### src/rtl/ps2_host_tx.sv
// PS/2 host-to-device byte transmitter: inhibits the clock, issues a request-to-send,
// shifts data/parity/stop on device-generated falling edges and checks the device ACK.
module ps2_host_tx #(
    parameter int INHIBIT_CYCLES = 10000,
    parameter int TIMEOUT_CYCLES = 1500000
) (
    input  logic       clk,
    input  logic       rst,
    input  logic [7:0] tx_data,
    input  logic       tx_start,
    input  logic       ps2_clk_i,
    input  logic       ps2_data_i,
    output logic       ps2_clk_oe,
    output logic       ps2_data_oe,
    output logic       busy,
    output logic       done,
    output logic       err
);
    localparam int IW = (INHIBIT_CYCLES > 1) ? $clog2(INHIBIT_CYCLES + 1) : 1;
    localparam int TW = (TIMEOUT_CYCLES > 1) ? $clog2(TIMEOUT_CYCLES + 1) : 1;
    localparam logic [IW-1:0] INH_LAST = IW'(INHIBIT_CYCLES - 1);
    localparam logic [IW-1:0] INH_PRE  = IW'((INHIBIT_CYCLES > 1) ? INHIBIT_CYCLES - 2 : 0);
    localparam logic [TW-1:0] TO_LAST  = TW'(TIMEOUT_CYCLES - 1);

    typedef enum logic [2:0] {
        IDLE, INHIBIT, REQ, SHIFT, ACK, WAIT_IDLE
    } state_t;

    state_t        state;
    logic          clk_s1, clk_s2, dat_s1, dat_s2;
    logic [3:0]    clk_hist;
    logic          clk_filt;
    logic          fall;
    logic [9:0]    frame;
    logic [3:0]    bit_idx;
    logic [3:0]    bit_nxt;
    logic [IW-1:0] inh_cnt;
    logic [TW-1:0] to_cnt;
    logic          to_run;

    // Synchronizers and 4-sample clock filter; an edge is the filtered 1->0 step.
    always_ff @(posedge clk or negedge rst) begin
        if (!rst) begin
            clk_s1   <= 1'b1;
            clk_s2   <= 1'b1;
            dat_s1   <= 1'b1;
            dat_s2   <= 1'b1;
            clk_hist <= 4'hF;
            clk_filt <= 1'b1;
        end else begin
            clk_s1   <= ps2_clk_i;
            clk_s2   <= clk_s1;
            dat_s1   <= ps2_data_i;
            dat_s2   <= dat_s1;
            clk_hist <= {clk_hist[2:0], clk_s2};
            if (clk_hist == 4'hF)
                clk_filt <= 1'b1;
            else if (clk_hist == 4'h0)
                clk_filt <= 1'b0;
        end
    end

    assign fall    = clk_filt & (clk_hist == 4'h0);
    assign bit_nxt = bit_idx + 4'd1;
    assign to_run  = (state == REQ) || (state == SHIFT) || (state == ACK) || (state == WAIT_IDLE);
    assign busy    = (state != IDLE);

    // Frame is {stop, odd parity, d7..d0}; only captured when a request is accepted.
    always_ff @(posedge clk) begin
        if (state == IDLE && tx_start)
            frame <= {1'b1, ~^tx_data, tx_data};
    end

    always_ff @(posedge clk or negedge rst) begin
        if (!rst) begin
            state       <= IDLE;
            ps2_clk_oe  <= 1'b0;
            ps2_data_oe <= 1'b0;
            done        <= 1'b0;
            err         <= 1'b0;
            inh_cnt     <= '0;
            to_cnt      <= '0;
            bit_idx     <= '0;
        end else begin
            done <= 1'b0;
            err  <= 1'b0;
            if (to_run && to_cnt == TO_LAST) begin
                // Timeout wins over any edge arriving in the same cycle.
                err         <= 1'b1;
                ps2_clk_oe  <= 1'b0;
                ps2_data_oe <= 1'b0;
                state       <= IDLE;
            end else begin
                if (to_run)
                    to_cnt <= to_cnt + TW'(1);
                case (state)
                    IDLE: begin
                        ps2_clk_oe  <= 1'b0;
                        ps2_data_oe <= 1'b0;
                        if (tx_start) begin
                            state       <= INHIBIT;
                            ps2_clk_oe  <= 1'b1;
                            ps2_data_oe <= (INHIBIT_CYCLES <= 1);
                            inh_cnt     <= '0;
                        end
                    end
                    INHIBIT: begin
                        inh_cnt <= inh_cnt + IW'(1);
                        if (inh_cnt == INH_LAST) begin
                            state       <= REQ;
                            ps2_clk_oe  <= 1'b0;
                            ps2_data_oe <= 1'b1;
                            to_cnt      <= '0;
                        end else if (INHIBIT_CYCLES > 1 && inh_cnt == INH_PRE) begin
                            ps2_data_oe <= 1'b1;
                        end
                    end
                    REQ: begin
                        if (fall) begin
                            state       <= SHIFT;
                            bit_idx     <= '0;
                            ps2_data_oe <= ~frame[0];
                        end
                    end
                    SHIFT: begin
                        // bit_idx names the frame bit currently on the line.
                        if (fall) begin
                            ps2_data_oe <= ~frame[bit_nxt];
                            bit_idx     <= bit_nxt;
                            if (bit_nxt == 4'd9)
                                state <= ACK;
                        end
                    end
                    ACK: begin
                        if (fall) begin
                            if (!dat_s2) begin
                                state <= WAIT_IDLE;
                            end else begin
                                err         <= 1'b1;
                                ps2_data_oe <= 1'b0;
                                state       <= IDLE;
                            end
                        end
                    end
                    WAIT_IDLE: begin
                        if (clk_filt && dat_s2) begin
                            done  <= 1'b1;
                            state <= IDLE;
                        end
                    end
                    default: begin
                        state       <= IDLE;
                        ps2_clk_oe  <= 1'b0;
                        ps2_data_oe <= 1'b0;
                    end
                endcase
            end
        end
    end
endmodule

### config.mk
export PLATFORM = sky130hd
export DESIGN_NAME = ps2_host_tx
export DESIGN_NICKNAME = d
export VERILOG_FILES = /design/src/rtl/ps2_host_tx.sv
export SDC_FILE = /design/constraint.sdc
export NUM_CORES = 1
export LEC_CHECK = 0
export CAP_MARGIN = 25
export CORE_UTILIZATION = 45
export DETAILED_ROUTE_END_ITERATION = 7
export DONT_BUFFER_PORTS = 1
export PLACE_DENSITY = 0.61
export SYNTH_ARGS = -nofsm -noshare
export SYNTH_HDL_FRONTEND = slang
export SYNTH_SLANG_ARGS = --single-unit
### constraint.sdc
create_clock -name clk -period 6.4 [get_ports clk]
set_clock_uncertainty 0.05 [all_clocks]
set_input_delay 0.32 -clock clk [delete_from_list [all_inputs] [get_ports clk]]
set_output_delay 0.32 -clock clk [all_outputs]
set_load 0.02 [all_outputs]
==> impl_results.md <==
* Outcome: finished clean
* Final setup TNS at 0 ns
* Post-synth EDFFs at 9
* Worst setup path class: reg -> reg
* Fillers at 724
* Synthesized area at 0.00363 mm²
* Vias per cell at 5.86
* Clk root buf: clkbuf_8
* Most frequent cells in the layout: dfrtp_1, nand2_1, nor2_1, o21ai_0, nand3_1
* Net count, final at 398
* Syn Area/Cell at 9.67 µm²
* Slew @ Worst Pin at 0.909 ns
* First-pass GRT wire length at 12600 µm
* RSZ-0062 raised after global routing: no
* Finish-stage setup viols at 0
* # clock sinks at 64
* GP Congestion at 0.852
* Area Overhead vs Synth at 9.88%
* Die H at 91.9 µm
* Critical Path Fanout Max at 20
* Post-Place Cells at 459
* Seq/Total Area, Yosys at 45.6%
* Synth Instances at 376
* CTS resizes at 0
* Fin cells at 487
* DP Area at 0.00366 mm²
* # diodes at 0
* Max Cap Violations at 0
* Cell taking the most area after synthesis: dfrtp_1
* Fin. Hold Viols at 0
* CTS tree: yes
* Critical Path RT at 6.58 ns
* CTS clk-pin slew, worst paths at 0.08 ns
* Async set-or-reset flop fraction in the synthesized netlist at 85.9%
* Initial Util at 46.8%
* Flops & latches, synth at 64
* Slew headroom at 39.1%
* DPL Wire Length at 5110 µm
* ANT nets after route at 0
* Grt total ovfl at 0
* Largest net degree at the start of global routing at 56
* Design area at 0.00399 mm²
* Initial DRT Pass Iterations at 4
* Pwr Density at 198 mW/mm²
* PortBufs at 0
* Row Count at 32
* Fmax at 367 MHz
* Num CTS Buffers at 9
* Synth unique cells at 65
* Synth top area share at 31.7%
* Post-Syn Nets at 394
* Worst Setup Start Kind: flop
* Period utilization at 42.6%
* Synth warn at 0
* Die width at 91.9 µm
* I/O pin cnt at 18
* Most area-consuming cells after synthesis: dfrtp_1, edfxtp_1, dfstp_2
* Commonest non-fill, non-tap cell in the layout: dfrtp_1
* Final Critical Period at 2.73 ns
* Leakage at 0.00158 µW
* Worst Path Arrival at 2.91 ns
* Post-Route WL at 7520 µm
* Initial antenna violation count at 0
* Layout cell share with drive strength beyond 1 at 11.2%
* Worst skew pair latency at 0.35 ns
* Iter 0 DRT Violations at 163
* Overall routing resource usage at 19.0%
* HP Class: reg -> reg
* Post-synth top flop: dfrtp_1
* Vias in the first global route at 2654
* # DRC at 0
* Slew Viols, Final at 0
* DR vias at 2856
* Max rail drop VDD at 165 µV
* CTS max path bufs at 2
* Die Footprint at 0.00844 mm²
* Core area at 0.00777 mm²
* Worst setup EP type: flop
* Max H-tree Level at 3
* Fin util at 51.4%
* Drt wl/cell at 15.4 µm
-- cell families (layout without fill, tap and decap cells) --
logic type / Yosys count / count (layout) / synth area share [%]
simple gates: 163 / 163 / 25.1
compound gates: 87 / 87 / 15.6
flops: 64 / 64 / 45.6
buf+inv: 28 / 37 / 3.72
xor+xnor: 18 / 18 / 4.54
mux: 11 / 11 / 3.72
fa+ha+maj: 5 / 5 / 1.72
-- report_power, final --
group | leakage (µW) | internal, µW | switching (µW) | total [µW]
Sequential | 0.000765 | 419 | 3.27 | 422
Clock | 0.0000933 | 180 | 166 | 345
Combinational | 0.000722 | 12.8 | 12.3 | 25.2
-- cells in the mapped netlist, types with 3 or more instances --
library cell,instances
or4_1,3
or3_1,7
edfxtp_1,9
a21o_1,5
dfstp_2,9
a21oi_1,13
a31oi_1,6
o211ai_1,6
clkbuf_1,10
mux2i_1,9
o21ai_1,4
nand3_1,19
nand2b_1,7
buf_6,3
nand4b_1,3
buf_2,3
dfrtp_1,46
nor2_1,31
inv_1,9
nand2_1,38
o31ai_1,4
nand4_1,12
ha_1,5
nor3_1,6
xnor2_1,11
xor2_1,6
nor2b_1,5
o21ai_0,27
and3_1,12
-- final timing paths --
path	to	start	slack, ns	depth (start not counted)
max reg2reg	to_cnt[17]	state[0]	3.67	5
min	clk_hist[0]	clk_s2	0.31	0
max in group asynchronous	clk_s1	rst	5.55	2
min in group asynchronous	to_cnt[20]	rst	0.47	2
max	to_cnt[17]	state[0]	3.67	5
min reg2reg	clk_hist[0]	clk_s2	0.31	0
-- critical path, cell delays in order (launching register included) --
cell	delay, ns
dfrtp_1	0.65
nor2b_1	0.34
nor2b_1	0.55
and3_1	0.74
or4_1	0.22
nand2_1	0.05
-- per-stage QoR --
stage                     hold slack [ns]  total power [µW]  setup slack (ns)
after floorplan                   -0.0256               439              4.13
after global placement            -0.0234               441              3.76
after detailed placement          -0.0232               442              3.66
after CTS                         0.00223               798              3.64
after global routing                0.310               824              3.47
final                               0.308               792              3.67
-- area by class of cell --
class / count / area, µm² / share of cell area, %
inverter: 9 / 33.8 / 0.846
sequential: 64 / 1660 / 41.5
clock inverter: 7 / 71.3 / 1.79
timing repair buffer: 12 / 138 / 3.45
multi-input combinational: 284 / 1840 / 46.1
tap: 102 / 128 / 3.20
clock buffer: 9 / 124 / 3.10
-- metal layers --
layer	global-route usage [%]	up-vias	wire [µm]
li1	-	1389	-
met1	25.0	1391	3550
met3	5.14	15	337
met4	7.94	0	133
met5	0	-	0
met2	29.7	61	3490
-- flip-flops by register name (all words and copies together), names as in the netlist --
name	cells
bit_idx	4
clk_filt	1
clk_hist	4
clk_s1	1
clk_s2	1
dat_s1	1
dat_s2	1
done	1
err	1
frame	9
inh_cnt	14
ps2_clk_oe	1
ps2_data_oe	1
state	3
to_cnt	21
-- timing repair --
| action | 4_1_cts | 5_1_grt |
|---|---|---|
| hold buffers | 4 | 8 |
| setup buffers | 0 | 0 |
| hold endpoints to repair | 57 | 8 |
Power figures use the tool's default switching activity.
